==> config.mk <==
export PLATFORM = sky130hd
export DESIGN_NAME = cmp_bist_sequencer
export DESIGN_NICKNAME = d
export VERILOG_FILES = /design/src/rtl/cmp_bist_sequencer.sv
export SDC_FILE = /design/constraint.sdc
export NUM_CORES = 1
export LEC_CHECK = 0
export BUFFER_PORTS_ARGS = -buffer_cell sky130_fd_sc_hd__buf_2
export CORE_MARGIN = 4
export CORE_UTILIZATION = 57
export CTS_CLUSTER_SIZE = 8
export DETAILED_ROUTE_END_ITERATION = 10
export PLACE_DENSITY = 0.82
export SLEW_MARGIN = 40
export SYNTH_ARGS = -nofsm -noshare
export SYNTH_HDL_FRONTEND = slang
export SYNTH_SLANG_ARGS = --single-unit
==> constraint.sdc <==
create_clock -name clk -period 5.4 [get_ports clk]
set_input_delay 0.54 -clock clk [delete_from_list [all_inputs] [get_ports clk]]
set_output_delay 0.54 -clock clk [all_outputs]
set_load 0.1 [all_outputs]
==> src/rtl/cmp_bist_sequencer.sv <==
// cmp_bist_sequencer: built-in self-test sequencer for the equality comparator.
// Walks every (a, b) operand pair, waits SETTLE_CYC cycles, then checks the
// comparator's c output against a == b. It counts mismatches, with saturation,
// and captures the first failing vector.
// Optional build macro: CMP_BIST_STOP_ON_FAIL_EN ends the run at the first mismatch.
module cmp_bist_sequencer #(
  parameter int WIDTH      = 2,
  parameter int SETTLE_CYC = 1,
  parameter int ERR_W      = 5
) (
  input  logic             clk,
  input  logic             rst,
  input  logic             start,
  input  logic             dut_c,
  output logic [WIDTH-1:0] dut_a,
  output logic [WIDTH-1:0] dut_b,
  output logic             busy,
  output logic             done,
  output logic             pass,
  output logic [ERR_W-1:0] err_count,
  output logic [WIDTH-1:0] fail_a,
  output logic [WIDTH-1:0] fail_b,
  output logic             fail_seen
);

  typedef enum logic [2:0] {
    IDLE   = 3'd0,
    DRIVE  = 3'd1,
    SETTLE = 3'd2,
    CHECK  = 3'd3,
    DONE   = 3'd4
  } state_t;

  // The settle counter only has to reach SETTLE_CYC-1.
  // It keeps one bit even when SETTLE is never entered.
  localparam int CNT_W = (SETTLE_CYC > 1) ? $clog2(SETTLE_CYC) : 1;
  localparam logic [CNT_W-1:0] SETTLE_LAST = CNT_W'((SETTLE_CYC > 0) ? (SETTLE_CYC - 1) : 0);

  state_t             state_q;
  state_t             state_d;
  logic [CNT_W-1:0]   settle_cnt;

  logic               expect_eq;
  logic               mismatch;
  logic               last_vec;
  logic               launch;
  logic               checking;
  logic               stop_now;
  logic               finish;
  logic               err_sat;
  logic [ERR_W-1:0]   err_next;
  logic [2*WIDTH-1:0] vec_next;

  // Derive the check result, the end-of-run condition and the next operand pair from the current registered state.
  always_comb begin
    expect_eq = (dut_a == dut_b);
    mismatch  = (dut_c != expect_eq);
    last_vec  = (&dut_a) & (&dut_b);
    launch    = ((state_q == IDLE) || (state_q == DONE)) && start;
    checking  = (state_q == CHECK);
`ifdef CMP_BIST_STOP_ON_FAIL_EN
    stop_now  = mismatch;
`else
    stop_now  = 1'b0;
`endif
    finish    = checking && (last_vec || stop_now);
    err_sat   = &err_count;
    err_next  = (mismatch && !err_sat) ? (err_count + ERR_W'(1)) : err_count;
    // b is the low half, so it wraps into a naturally
    vec_next  = {dut_a, dut_b} + (2*WIDTH)'(1);
  end

  // State register; reset abandons any run in progress.
  always_ff @(posedge clk or posedge rst) begin
    if (rst) begin
      state_q <= IDLE;
    end else begin
      state_q <= state_d;
    end
  end

  // Next-state logic: each vector spends one cycle in DRIVE, SETTLE_CYC cycles in SETTLE and one cycle in CHECK.
  always_comb begin
    state_d = state_q;
    case (state_q)
      IDLE, DONE: begin
        if (start) begin
          state_d = DRIVE;
        end
      end
      DRIVE: begin
        if (SETTLE_CYC == 0) begin
          state_d = CHECK;
        end else begin
          state_d = SETTLE;
        end
      end
      SETTLE: begin
        if (settle_cnt == SETTLE_LAST) begin
          state_d = CHECK;
        end
      end
      CHECK: begin
        if (finish) begin
          state_d = DONE;
        end else begin
          state_d = DRIVE;
        end
      end
      default: state_d = IDLE;
    endcase
  end

  // Count the cycles spent in SETTLE; the counter is cleared whenever the FSM is outside SETTLE.
  always_ff @(posedge clk or posedge rst) begin
    if (rst) begin
      settle_cnt <= '0;
    end else if (state_q == SETTLE) begin
      if (settle_cnt == SETTLE_LAST) begin
        settle_cnt <= '0;
      end else begin
        settle_cnt <= settle_cnt + CNT_W'(1);
      end
    end else begin
      settle_cnt <= '0;
    end
  end

  // Registered outputs: set up a run on start, then score and advance on every edge that leaves CHECK.
  always_ff @(posedge clk or posedge rst) begin
    if (rst) begin
      dut_a     <= '0;
      dut_b     <= '0;
      busy      <= 1'b0;
      done      <= 1'b0;
      pass      <= 1'b0;
      err_count <= '0;
      fail_a    <= '0;
      fail_b    <= '0;
      fail_seen <= 1'b0;
    end else if (launch) begin
      dut_a     <= '0;
      dut_b     <= '0;
      busy      <= 1'b1;
      done      <= 1'b0;
      pass      <= 1'b0;
      err_count <= '0;
      fail_a    <= '0;
      fail_b    <= '0;
      fail_seen <= 1'b0;
    end else if (checking) begin
      err_count <= err_next;
      if (mismatch && !fail_seen) begin
        fail_a    <= dut_a;
        fail_b    <= dut_b;
        fail_seen <= 1'b1;
      end
      if (finish) begin
        // the last vector, or the failing one when stopping early, stays on the operands
        busy <= 1'b0;
        done <= 1'b1;
        pass <= (err_next == '0);
      end else begin
        {dut_a, dut_b} <= vec_next;
      end
    end
  end

endmodule

== Word level (Yosys, flattened, before mapping) ==
Index checks and enable logic that the tools add are counted.

* Register bits after elaboration: 21
* Bits of input ports: 4
* Output and inout port bits: 17
* Word-level logic and storage cells: 77

* Add/sub/neg operators: 3
* Equal/unequal tests: 9
* Mux-type cells: 33
* Bitwise operators: 1
* Reduce and logical (&&, ||, !) cells: 20

{| class="wikitable"
|+ Operator list
! operator !! number
|-
| $mux 2 || 12
|-
| $mux 5 || 3
|-
| $mux 1 || 14
|-
| $pmux 3 s4 || 1
|-
| $reduce_and 2->1 || 6
|-
| $mux 3 || 3
|-
| $eq 3x2->1 const B || 2
|-
| $ne 2x2->1 const B || 3
|-
| $reduce_bool 2->1 || 3
|-
| $add 5x1->5 const B || 1
|-
| $logic_not 5->1 || 1
|-
| $reduce_and 5->1 || 1
|-
| $add 4x1->4 const B || 1
|-
| $logic_and 1x1->1 || 4
|-
| $eq 3x1->1 const B || 1
|-
| $eq 3x3->1 const B || 1
|-
| $logic_not 3->1 || 1
|-
| $eq 2x2->1 || 1
|-
| $logic_not 1->1 || 2
|-
| $reduce_or 2->1 || 1
|-
| $add 1x1->1 const B || 1
|-
| $and 1x1->1 || 1
|-
| $logic_or 1x1->1 || 1
|-
| $ne 1x1->1 || 1
|}

== Longest topological paths before layout ==
Gate-level depths: netlist of the first run.

* Depth in word-level cells: 8
* Mapped depth: 7
* Gate-level depth less buffers: 7

== Least setup slack after synthesis of the first run ==
OpenSTA, ideal clock, no wires.

* Kind: reg2reg
* From: register err_count[1]
* To: register pass
* Library setup time: 132 ps
* Arrival time: 2454 ps
* Required time: 5268 ps
* Path slack: 2814 ps
* Stages on the path, launching flop included: 8
* Period minus slack after synthesis: 2586 ps
* Path through: dfrtp_1 ha_1 and3_1 ha_1 and2b_2 mux2i_1 mux2i_1 o21ai_0

* Word-level cells in the longest chain between the ends: 8

{| class="wikitable"
|+ Ends and longest elaborated chain
! item !! RTL line !! source
|-
| from (decl) || 20 || <nowiki>output logic [ERR_W-1:0] err_count,</nowiki>
|-
| from (signal assigned) || 152 || <nowiki>err_count <= err_next;</nowiki>
|-
| branches (longest 3 deep; another with $add 5x1->5) || - ||
|-
| $mux 5 * || 68 || <nowiki>err_next = (mismatch && !err_sat) ? (err_count + ERR_W'(1)) : err_count;</nowiki>
|-
| $logic_not 5->1 * || 162 || <nowiki>pass <= (err_next == '0);</nowiki>
|-
| $mux 1 * || 158 || <nowiki>if (finish) begin</nowiki>
|-
| $mux 1 * || 151 || <nowiki>end else if (checking) begin</nowiki>
|-
| $mux 1 * || 141 || <nowiki>end else if (launch) begin</nowiki>
|-
| to (signal assigned) || 162 ||
|-
| to (decl) || 19 || <nowiki>output logic pass,</nowiki>
|}

Mark *: on every way between the ends. The select of a mux whose other input is x is not followed.
A chain may end at the register's enable or synchronous reset.

== Final worst setup path of the first run ==
* From: register err_count[0]
* To: register err_count[3]

* Word-level cells in the longest chain between the ends: 6

{| class="wikitable"
|+ Ends and longest elaborated chain
! item !! RTL line
|-
| branches (longest 3 deep; another with $add 5x1->5) || -
|-
| $mux 5 * || 68
|-
| $mux 5 * || 151
|-
| $mux 5 * || 141
|}

Marked as above.

==> qor.yml, run 1 <==
fp.dieArea_sq_um: 2580
die_y_um: 50.8
min_path_type: "input port to asynchronous set/reset pin"
status: "complete, no violations"
drt_iter0_drc: 23
tightestPinTransition_ns: 0.553
num_vias: 836
cp_common_cell: "ha_1"
cp.arrival_ns: 2.39
syn_inst: 109
slew-limit-headroom_pct: 62.1
fp.dieW_um: 50.8
dpl.hpwl_um: 1540
syn_area_per_cell_sq_um: 9.60
clock.fmax_mhz: 469
synth-edff-count: 0
finalCriticalPeriod_ns: 2.13
synthArstFlopShare_pct: 100
crit_path_top_delay_cell: "or4_1"
drive_gt1_share_pct: 21.7
ios: 21
setup_tns_ns: 0
cts-hold-fix-buffers: 0
cts_root_buffer: "clkbuf_4"
clock_sinks: 20
place_area_sq_um: 1150
setup-violations-final: 0
crit_fanout: 7
drv_cap: 0
cp_top_family: "simple AND/OR/NAND/NOR gates"
cp_slowest_stage_delay_ns: 0.51
firstDrtPassIters: 4
synth_flop_cell: "dfrtp_1"
fin_skew_ns: 0.00919
most-common-layout-cells: "dfrtp_1 (20), buf_2 (20), nand2_1 (12)"
hold_viol: 0
via_per_inst: 5.43
synth_top_area_share_pct: 47.8
area_growth_syn_to_layout_pct: 14.6
antenna_found_initial: 0
grt_overflow: 0
fin_crit_sh_pct: 39.5
crit_path_end_kind: "flop"
synthTopCellsByArea: "dfrtp_1 (48%), mux2i_1 (6.7%), nand2_1 (4.3%)"
cts_buffers: 3
synthesis.area_sq_um: 1050
core_sq_um: 1730
busiest_layer: "met2"
grt_use_total_pct: 19.2
crit_required_ns: 5.66
use_met1_pct: 24.1
seq_area_frac_synth_pct: 47.8
place_congestion: 0.852
grt_util_met2_pct: 33.0
synth-seq-cells: 20
gr-usage-met3_pct: 3.50
synthesis.nets: 116
rsz0062_at_grt: "false"
holdWs_ns: 0.197
placed_cells: 150
rows: 15
clk_path_buf_depth: 2
synth_top_area_cell: "dfrtp_1"
grt_max_degree: 21
yosysUniqueCellTypes: 31
htree_num_levels: 1
path_class: "flop to flop"
crit_chain: "ha_1 > and3_1 > ha_1 > and2b_2 > mux2i_1 > or4_1 > nand3_1"
wirelength_um: 2120
cts_resized: 0
ys_warn_count: 0
grt_pass1_wl_um: 3750
cp.buffers_inverters: 0
fin_nets: 137
clk-insertion-delay-late_ns: 0.32
routedWlPerCell_um: 13.8
antenna_left: 0
cts_tree: "built"
finalMaxSlewViolations: 0
startpoint_type: "flop"
initial_core_util_pct: 60.6
cts_setup_buffers: 0
final_area_sq_um: 1200
stdcell_count: 154
cts.clk_slew.worst_paths_ns: 0.12
route.detailed.drc: 0
grt_pass1_vias: 872
io_buffers: 20
antenna_cells: 0
==> sequential cells by signal, summed over array words and instances, names as in the netlist <==
signal / flops
busy: 1
done: 1
dut_a: 2
dut_b: 2
err_count: 5
fail_a: 2
fail_b: 2
fail_seen: 1
pass: 1
state_q: 3
==> synth_stat cells, types with 2 or more instances <==
cell type and instances:
nand3_1 7, o2bb2ai_1 2, nand4_1 2, mux2i_1 7
buf_6 2, nor4_1 2, xnor2_1 5, a21oi_1 4
inv_1 10, nor2_1 11, nor3_1 3, xor2_1 2
dfrtp_1 20, ha_1 3, nand2_1 12, or4_1 2
==> per-layer routing <==
metal / wire length, um / share of wire (%)
met5: 0 / 0
met4: 37 / 1.7
met3: 90 / 4.2
met2: 1020 / 48
met1: 971 / 46
==> final timing paths <==
check | to | cells past startpoint | slack [ns] | start
worst min register to register | state_q[1] | 1 | 0.47 | state_q[2]
worst min-delay path | err_count[2] | 2 | 0.20 | rst
worst max register to register | err_count[3] | 7 | 3.27 | err_count[0]
min in group clk | state_q[2] | 2 | 0.40 | start
worst max-delay path | err_count[3] | 7 | 3.27 | err_count[0]
max in group asynchronous | done | 2 | 4.90 | rst
==> through the flow <==
step	setup slack, ns	util [%]
after CTS	3.28	69.4
after detailed placement	3.30	66.4
final	3.27	69.4
after global placement	3.39	66.4
after global routing	2.99	69.4
after floorplan	2.81	-
==> area by class of cell <==
class / instances / area, sq um
timing repair buffer: 20 / 100
sequential: 20 / 500
multi-input combinational: 75 / 477
fill: 155 / 528
clock inverter: 1 / 30.0
tap: 25 / 31.3
inverter: 10 / 37.5
clock buffer: 3 / 22.5
==> cell families after synthesis <==
| logic type | count (synthesis) | share of synthesized area (%) |
|---|---|---|
| and+or+nand+nor | 45 | 20.9 |
| DFF | 20 | 47.8 |
| buffers and inverters | 14 | 6.58 |
| AOI/OAI and AO/OA | 13 | 8.49 |
| xor gates and xnor gates | 7 | 5.86 |
| muxes | 7 | 6.70 |
| adders and majority gates | 3 | 3.59 |
==> worst reg2reg max path, stage by stage, from the launching register on <==
cell	delay, ns
dfrtp_1	0.46
ha_1	0.26
and3_1	0.19
ha_1	0.19
and2b_2	0.21
mux2i_1	0.17
or4_1	0.51
nand3_1	0.09
Power of run 1 is left out: the tool's default activity adds up to more than one toggle a clock period on the data nets, which glitch-free logic cannot reach.
==> inputs of run 2 (changes only) <==
- CORE_UTILIZATION: 57 -> 53
- PLACE_DENSITY: 0.82 -> 0.77
- clock period: 5.4 -> 2.23 ns (I/O delays scaled with it)
==> qor.yml, run 2 (same netlist as run 1, synthesis figures left out) <==
fin_crit_sh_pct: 93.4
htree_num_levels: 1
antenna_found_initial: 0
fin_nets: 138
clk-insertion-delay-late_ns: 0.29
grt_use_total_pct: 18.1
routedWlPerCell_um: 13.8
top_register: "err_count"
grt_overflow: 0
finalCriticalPeriod_ns: 2.08
place_area_sq_um: 1160
grt_pass1_vias: 766
crit_path_end_kind: "flop"
grt_max_degree: 21
cts_tree: "built"
fin_skew_ns: 0.00485
dpl.hpwl_um: 1620
status: "complete, no violations"
final_common_cell: "buf_2"
crit_fanout: 7
initial_core_util_pct: 58.1
cts_root_buffer: "clkbuf_4"
num_vias: 844
io_buffers: 20
tightestPinTransition_ns: 0.689
via_per_inst: 5.45
clk_path_buf_depth: 2
core_sq_um: 1800
route.detailed.drc: 0
drt_iter0_drc: 20
final_area_sq_um: 1210
antenna_left: 0
largest_reg_flops: 5
crit_required_ns: 2.46
fp.dieW_um: 52.4
clock_sinks: 20
top_regs: "err_count x5, state_q x3"
most-common-layout-cells: "buf_2 (20), dfrtp_1 (15), nand2_1 (12)"
drive_gt1_share_pct: 26.2
hold_viol: 0
fp.dieArea_sq_um: 2750
place_congestion: 0.852
wirelength_um: 2140
cts_buffers: 3
finalMaxSlewViolations: 0
slew-limit-headroom_pct: 53.8
cp.arrival_ns: 2.31
firstDrtPassIters: 4
cts.clk_slew.worst_paths_ns: 0.11
antenna_cells: 0
rsz0062_at_grt: "false"
grt_pass1_wl_um: 3550
clock.fmax_mhz: 480
setup_tns_ns: 0
min_path_type: "input port to flop"
drv_cap: 0
setup-violations-final: 0
ios: 21
die_y_um: 52.4
cts_setup_buffers: 0
rows: 15
path_class: "flop to flop"
startpoint_type: "flop"
area_growth_syn_to_layout_pct: 15.7
run 2: final timing paths:
check                        startpoint           end  slack, ns  depth (start not counted)
max                        err_count[0]  err_count[3]       0.15                          7
min                               start    state_q[2]       0.10                          2
max reg2reg                err_count[0]  err_count[3]       0.15                          7
min reg2reg                  state_q[2]    state_q[1]       0.46                          1
max in group asynchronous           rst  err_count[0]       1.38                          3
min in group asynchronous           rst     fail_seen       0.48                          3
run 2: repair_timing:
action / CTS / global route
endpoints found under the hold margin: 0 / 20
setup endpoints to repair: 0 / 3
hold buffers: 0 / 1
gates resized for setup: 0 / 1
run 2: routing by layer:
layer  track usage [%]  routed length (um)  share of wire (%)  vias to the layer above
li1                  -                   -                  -                      415
met2              27.7                1010                 47                       25
met5                 0                   0                  0                        -
met1              24.5                 991                 46                      400
met3              4.84                 110                5.1                        4
met4              6.38                  25                1.2                        0
run 2: layout make-up:
class / count / area, sq um
tap: 25 / 31.3
inverter: 10 / 37.5
fill: 163 / 592
sequential: 20 / 512
clock buffer: 4 / 36.3
timing repair buffer: 21 / 110
multi-input combinational: 75 / 483
run 2: metrics by stage:
stage	cells	hold slack, ns	setup slack [ns]	util (%)
CTS	154	0.0604	0.104	66.4
detailed placement	150	0.392	0.141	64.4
global placement	150	0.388	0.183	64.4
finish	155	0.105	0.146	67.2
global route	155	0.0981	0.0722	67.2
floorplan	109	0.187	0.0370	-
run 2: worst max-delay path, stage by stage (launching register included):
cell     delay, ns
dfrtp_4       0.52
ha_2          0.22
and3_1        0.19
ha_1          0.18
and2b_2       0.21
mux2i_2       0.13
or4_1         0.48
nand3_1       0.10
Power of run 2 is left out for the same reason.
==> inputs of run 3 (changes only) <==
- BUFFER_PORTS_ARGS: -buffer_cell sky130_fd_sc_hd__buf_2 -> unset
- CORE_UTILIZATION: 53 -> 60
- DONT_BUFFER_PORTS: unset -> 1
- PLACE_DENSITY: 0.77 -> 0.76
==> qor.yml, run 3 (same netlist as run 1, synthesis figures left out) <==
status: "complete, no violations"
fin_crit_sh_pct: 92.4
firstDrtPassIters: 4
clk_path_buf_depth: 2
holdPathStages: 3
io_buffers: 0
final_common_cell: "buf_4"
dp_slack_ns: 0.129
regToRegSetupSlack_ns: 0.17
cts_tree: "built"
core_sq_um: 1580
fin_nets: 136
cts_setup_buffers: 0
fp.dieW_um: 49.8
routedWlPerCell_um: 15.1
worstReg2RegStart: "err_count[0]"
fp.dieArea_sq_um: 2480
grt_pass1_wl_um: 3880
antenna_left: 0
cts_buffers: 3
crit_path_end_kind: "flop"
cts.clk_slew.worst_paths_ns: 0.11
initial_core_util_pct: 66.3
crit_required_ns: 2.47
route.detailed.drc: 0
crit_fanout: 7
antenna_cells: 0
drt_iter0_drc: 23
finalCriticalPeriod_ns: 2.06
rows: 14
path_class: "flop to flop"
num_vias: 863
wirelength_um: 2180
hp-start: "dut_c"
die_y_um: 49.8
dpl.hpwl_um: 1690
grt_use_total_pct: 20.3
htree_num_levels: 1
most-common-layout-cells: "buf_4 (17), dfrtp_1 (15), nand2_1 (12)"
largest_reg_flops: 5
drv_cap: 0
min_path_type: "input port to flop"
ios: 21
drive_gt1_share_pct: 23.4
clk-insertion-delay-late_ns: 0.29
r2r_cells: 7
fin_ws_ns: 0.170
top_register: "err_count"
clock_sinks: 20
finalMaxSlewViolations: 0
hold_viol: 0
top_regs: "err_count x5, state_q x3"
fin_skew_ns: 0.00318
via_per_inst: 5.99
rsz0062_at_grt: "false"
slew-limit-headroom_pct: 53.1
grt_overflow: 0
grt_pass1_vias: 922
clock.fmax_mhz: 485
cts_root_buffer: "clkbuf_4"
area_growth_syn_to_layout_pct: 17.2
r2r_end: "err_count[3]"
grt_max_degree: 21
tightestPinTransition_ns: 0.699
setup-violations-final: 0
antenna_found_initial: 0
place_congestion: 0.784
startpoint_type: "flop"
setup.worst_path.start: "err_count[0]"
cp.arrival_ns: 2.30
setup_tns_ns: 0
min_to: "fail_seen"
run 3: worst max-delay path, cell delays in order (launching register included):
cell	delay, ns
dfrtp_4	0.49
ha_2	0.21
and3_1	0.19
ha_1	0.19
and2b_2	0.22
mux2i_2	0.13
or4_1	0.48
nand3_1	0.09
run 3: worst max-delay path by stage:
| stage | endpoint | slack (ns) | cells after the start |
|---|---|---|---|
| 2_1_floorplan | err_count[3] | 0.04 | 7 |
| 3_3_place_gp | err_count[3] | 0.23 | 7 |
| 4_1_cts | err_count[3] | 0.11 | 7 |
| 6_report | err_count[3] | 0.17 | 7 |
| 3_5_place_dp | err_count[3] | 0.13 | 7 |
| 5_1_grt | pass | 0.08 | 7 |
run 3: final cells by class:
cell class | instances | area [sq um]
clock buffers | 4 | 26.3
fillers | 118 | 350
inverters | 10 | 37.5
multi-input cells | 75 | 483
flip-flops and latches | 20 | 512
well taps | 16 | 20.0
repair buffers | 19 | 148
run 3: what timing repair did:
action | 4_1_cts | 5_1_grt
hold endpoints to repair | 21 | 0
resized for setup | 0 | 1
endpoints found under the setup margin | 0 | 4
hold buffers | 2 | 0
run 3: through the flow:
| step | util [%] | hold WS, ns | std cells | cell area, sq um |
|---|---|---|---|---|
| 3_3_place_gp | 74.6 | 0.268 | 138 | 1180 |
| 2_1_floorplan | - | 0.187 | 109 | 1060 |
| 6_report | 77.8 | 0.248 | 144 | 1230 |
| 4_1_cts | 77.5 | 0.253 | 144 | 1220 |
| 5_1_grt | 77.8 | 0.233 | 144 | 1230 |
| 3_5_place_dp | 74.6 | 0.284 | 138 | 1180 |
run 3: layer usage:
layer	up-vias	part of all wire, %	wire, um	track usage, %
li1	410	-	-	-
met1	417	42	918	25.2
met2	30	50	1080	32.6
met3	6	6.7	146	5.72
met4	0	1.5	32	9.22
met5	-	0	0	0
Power of run 3 is left out for the same reason.
